<file path="config.mk">
export PLATFORM = sky130hd
export DESIGN_NAME = reg_wb_bank
export DESIGN_NICKNAME = d
export VERILOG_FILES = /design/src/rtl/reg_wb_bank.sv
export SDC_FILE = /design/constraint.sdc
export NUM_CORES = 1
export LEC_CHECK = 0
export BUFFER_PORTS_ARGS = -buffer_cell sky130_fd_sc_hd__buf_2
export CAP_MARGIN = 5
export CORE_MARGIN = 5
export CORE_UTILIZATION = 35
export DETAILED_ROUTE_END_ITERATION = 6
export MAX_ROUTING_LAYER = met4
export PLACE_DENSITY_LB_ADDON = 0.15
export SLEW_MARGIN = 20
export SYNTH_ARGS = -nofsm -noshare
export SYNTH_HDL_FRONTEND = slang
export SYNTH_SLANG_ARGS = --single-unit
</file>
<file path="constraint.sdc">
create_clock -name clk -period 4.7 [get_ports clk]
set_input_delay 0.47 -clock clk [delete_from_list [all_inputs] [get_ports clk]]
set_output_delay 0.47 -clock clk [all_outputs]
set_load 0.005 [all_outputs]
</file>
<file path="src/rtl/reg_wb_bank.sv">
// Writeback register bank: a 2-entry in-order {addr, data} buffer draining into
// sixteen WIDTH-bit architectural registers, one commit per cycle.
module reg_wb_bank #(
    parameter int WIDTH = 16
) (
    input  logic             clk,
    input  logic             rst_n,
    input  logic             wr_valid,
    output logic             wr_ready,
    input  logic [3:0]       wr_addr,
    input  logic [WIDTH-1:0] wr_data,
    input  logic             commit_en,
    input  logic             flush,
    output logic [15:0]      busy,
    output logic [WIDTH-1:0] r0,
    output logic [WIDTH-1:0] r1,
    output logic [WIDTH-1:0] r2,
    output logic [WIDTH-1:0] r3,
    output logic [WIDTH-1:0] r4,
    output logic [WIDTH-1:0] r5,
    output logic [WIDTH-1:0] r6,
    output logic [WIDTH-1:0] r7,
    output logic [WIDTH-1:0] r8,
    output logic [WIDTH-1:0] r9,
    output logic [WIDTH-1:0] r10,
    output logic [WIDTH-1:0] r11,
    output logic [WIDTH-1:0] r12,
    output logic [WIDTH-1:0] r13,
    output logic [WIDTH-1:0] r14,
    output logic [WIDTH-1:0] r15
);

    logic [3:0]       buf_addr_q [2];
    logic [3:0]       buf_addr_d [2];
    logic [WIDTH-1:0] buf_data_q [2];
    logic [WIDTH-1:0] buf_data_d [2];
    logic             head_q, head_d;
    logic             tail_q, tail_d;
    logic [1:0]       count_q, count_d;
    logic [WIDTH-1:0] regs_q [16];
    logic [WIDTH-1:0] regs_d [16];

    logic             push, pop;
    logic [15:0]      busy_term [2];

    // Ready depends on registered occupancy only, never on this cycle's inputs.
    assign wr_ready = (count_q != 2'd2);
    assign push     = wr_valid && wr_ready && !flush;
    assign pop      = (count_q != 2'd0) && commit_en && !flush;

    always_comb begin
        buf_addr_d = buf_addr_q;
        buf_data_d = buf_data_q;
        regs_d     = regs_q;
        head_d     = head_q;
        tail_d     = tail_q;
        count_d    = count_q;
        if (flush) begin
            head_d  = 1'b0;
            tail_d  = 1'b0;
            count_d = 2'd0;
        end else begin
            if (push) begin
                buf_addr_d[tail_q] = wr_addr;
                buf_data_d[tail_q] = wr_data;
                tail_d             = ~tail_q;
            end
            if (pop) begin
                regs_d[buf_addr_q[head_q]] = buf_data_q[head_q];
                head_d                     = ~head_q;
            end
            count_d = count_q + 2'(push) - 2'(pop);
        end
    end

    always_ff @(posedge clk or negedge rst_n) begin
        if (!rst_n) begin
            head_q  <= 1'b0;
            tail_q  <= 1'b0;
            count_q <= 2'd0;
            for (int i = 0; i < 2; i++) begin
                buf_addr_q[i] <= '0;
                buf_data_q[i] <= '0;
            end
            for (int i = 0; i < 16; i++) begin
                regs_q[i] <= '0;
            end
        end else begin
            head_q     <= head_d;
            tail_q     <= tail_d;
            count_q    <= count_d;
            buf_addr_q <= buf_addr_d;
            buf_data_q <= buf_data_d;
            regs_q     <= regs_d;
        end
    end

    // Slot e is live when the buffer is full, or it is the head of a single entry.
    for (genvar gi = 0; gi < 2; gi++) begin : g_busy
        logic ent_vld;
        assign ent_vld       = (count_q == 2'd2) || ((count_q == 2'd1) && (head_q == 1'(gi)));
        assign busy_term[gi] = ent_vld ? (16'd1 << buf_addr_q[gi]) : 16'd0;
    end

    assign busy = busy_term[0] | busy_term[1];

    assign r0  = regs_q[0];
    assign r1  = regs_q[1];
    assign r2  = regs_q[2];
    assign r3  = regs_q[3];
    assign r4  = regs_q[4];
    assign r5  = regs_q[5];
    assign r6  = regs_q[6];
    assign r7  = regs_q[7];
    assign r8  = regs_q[8];
    assign r9  = regs_q[9];
    assign r10 = regs_q[10];
    assign r11 = regs_q[11];
    assign r12 = regs_q[12];
    assign r13 = regs_q[13];
    assign r14 = regs_q[14];
    assign r15 = regs_q[15];

endmodule

</file>
==> results by group <==
STA
  • RSZ-0062 raised after global routing: false
  • Max Clock Freq: around 340 MHz
  • Post-layout worst setup margin: about 1.8 ns
  • Min cycle time layout: slightly below 3 ns
  • Max transition margin: about 45%
  • Final hold vios: 3
  • Worst-Margin Slew: slightly above 0.8 ns
  • Worst hold slack: -0.0154 ns
  • Final Skew: 0.0108 ns
  • Final setup fails: 0
  • Period utilization: between 60 and 70%
  • Fin. max-slew vios: 0
  • Fin Setup TNS: 0 ns

Clocking
  • Clock Root Buffer: clkbuf_16
  • Post-CTS Setup Inserts: 0
  • H-Tree Depth: 2
  • Post_cts resized: 0
  • Clock Latency Late Sink: 0.51 ns
  • CTS tree: built
  • # clock sinks: 300
  • Reg clk slew, reported paths: ~0.06 ns
  • Clk buf depth: 3
  • Hold_buf cts: 0
  • Num CTS Buffers: 35

Cells and area
  • Nets: 1,063
  • Area Growth Syn to Fin: 24.7%
  • Commonest non-fill, non-tap cells in the layout: 299 x mux2_2, 299 x dfrtp_1, 296 x buf_2
  • Layout cell share with drive strength beyond 1: a little under two thirds

Logic synthesis
  • Distinct cells, synth: 28
  • Complex-gate fraction of the synthesized area: roughly 1.2%
  • Post-synthesis cell area: about 12,000 um^2
  • EDFF count, synth: 0
  • Syn Area/Cell: 16.1 um^2
  • Yosys top cell area share: around 63%
  • Leading post-synthesis cells by cell area: dfrtp_1 63%, mux2_2 28%, mux2_1 1.1%
  • Mux cell area share after synthesis: ~30%
  • Sequential-to-total area share from yosys stat: a little over three fifths
  • #FFs+latches synth: 300
  • Ys flop type: dfrtp_1
  • Post-synthesis async set-or-reset flop share: 100%
  • Post-synthesis simple-gate area fraction: between 3 and 4%
  • Largest area contributor in the netlist: dfrtp_1
  • Xor and xnor area share after synthesis: 0.294%
  • Post-Synth Adder-Cell Area: 0.210%
  • Syn Inst Count: 740
  • Largest family of logic cells by synthesized area: multiplexers
  • Syn_nets: 767
  • Synth Warn #: 0

Route
  • DRT Pass-1 Iters: 4
  • DR vias: between 7,000 and 8,000
  • Number of DRC markers in iteration 0: around 300
  • Vias per inst: around 5
  • WL/cell: approximately 23 um
  • ANT nets after route: 0
  • DRC viols: 0
  • Final wirelength: between 30,000 and 40,000 um

Critical path
  • Worst setup SP type: flip-flop
  • FF-to-FF Start: head_q
  • Arr. time, crit path: approximately 2.5 ns
  • CP Class: flip-flop to primary output
  • Crit path launch: head_q
  • R2r endpoint: r4[2]
  • Cell depth of the worst flop-to-flop path: 4
  • Setup crit end kind: primary output
  • Crit path max fanout: 29
  • Crit path required time: 4.23 ns
  • Reg2reg setup slack: slightly above 2 ns

Floorplan
  • Core Region: roughly 34,000 um^2
  • Top Ports: approximately 300
  • Row count: 67
  • Initial Util: a little over a third
  • DIE HEIGHT: between 150 and 200 um
  • Die footprint: 37,800 um^2
  • Chip width: about 200 um

Global route
  • Number of global-route vias before repair: ~8,000
  • Largest net degree at the start of global routing: ~120
  • Total track usage: 18.8%
  • Grt ovf: 0
  • Global-route wire length before repair: ~53,000 um
  • Initial antenna violation count: 1

Status
  • Outcome: complete, but fails checks
  • Failing checks: hold timing

Placed design
  • Post-DP HPWL: between 20,000 and 25,000 um
  • Gp weighted congestion: 0.761
  • Setup WS pre-CTS: roughly 1.7 ns
  • Port Buffers: approximately 300

Pwr
  • Peak VDD IR: approximately 0.30 mV
  • Pwr Density: ~640 nW/um^2
  • Total power: about 0.0095 W
  • P_leak: a little over 8 nW

Hold path
  • Min-Delay Path Class: input port to async pin

Flow run
  • Max-capacitance violation count: 0
[kinds of logic (layout without fill, tap and decap cells)]
family                     Yosys count  count (layout)
muxes                              316             316
adders and majority gates            2               2
other                                0               1
buffers and inverters               43             361
and+or+nand+nor                     52              52
xor gates and xnor gates             4               4
AOI/OAI and AO/OA                   23              23
DFF                                300             300
[worst max path at each step]
stage                     cells after the start  slack [ns]       end
after detailed placement                      4        1.66     r4[2]
after floorplan                               5        2.55   busy[4]
after global routing                          4        1.62  busy[12]
after global placement                        4        1.74     r0[4]
after CTS                                     4        1.46   busy[4]
final                                         4        1.76   busy[4]
[per-layer routing]
layer	up-vias	track usage (%)	wire length [um]
met3	54	5.68	2540
li1	3241	-	-
met1	3869	24.1	14900
met4	0	4.97	888
met5	-	-	0
met2	257	29.3	16600
[flip-flops by register name, indices dropped and copies added (netlist names), 2 cells and up]
signal      flops
buf_data_q     32
r10            16
r9             16
buf_addr_q      8
r11            16
r4             16
r15            16
count_q         2
r3             16
r5             16
r7             16
r1             16
r0             16
r8             16
r12            16
r6             16
r14            16
r2             16
r13            16
[power by group]
part	internal, W	switching, W	total (W)
Combinational	0.00140	0.00143	0.00283
Clock	0.00154	0.00105	0.00259
Sequential	0.00356	0.000532	0.00409
Total	0.00649	0.00301	0.00950
[cell usage after synthesis (2+ instances only)]
master / n
mux2_2: 299
xor2_1: 3
nand3_1: 3
buf_6: 10
dfrtp_1: 300
clkbuf_1: 19
nand2_1: 7
mux2_1: 12
inv_1: 2
nand2_2: 16
nand3b_1: 4
buf_2: 8
or2_2: 2
ha_1: 2
nor4_4: 4
buf_4: 4
nor2_1: 5
nand2b_1: 8
o22ai_1: 20
mux2_4: 3
mux2i_1: 2
[worst max-delay path: stages, from the launching register on]
cell and delay (ns):
dfrtp_2 0.65, o21ai_0 0.45, or3b_2 0.54, o22ai_1 0.18, buf_2 0.14
[stage by stage]
stage	instance area [um^2]	cells	util, %	hold slack (ns)
detailed placement	13800	1447	41.0	0.476
global route	14800	1507	44.3	0.0519
finish	14800	1507	44.3	-0.0154
floorplan	11900	740	-	0.174
CTS	14800	1506	44.3	0.0389
global placement	13800	1447	41.0	0.470
[layout make-up]
| cell class | count | area [um^2] |
|---|---|---|
| Timing Repair Buffer | 300 | 1540 |
| Inverter | 2 | 7.51 |
| Antenna cell | 1 | 2.50 |
| Multi-Input combinational cell | 397 | 4140 |
| Fill cell | 3167 | 18700 |
| Sequential cell | 300 | 7510 |
| Tap cell | 448 | 561 |
| Clock inverter | 7 | 71.3 |
| Clock buffer | 52 | 1010 |
Note: power is estimated with default switching activity, not from simulation.
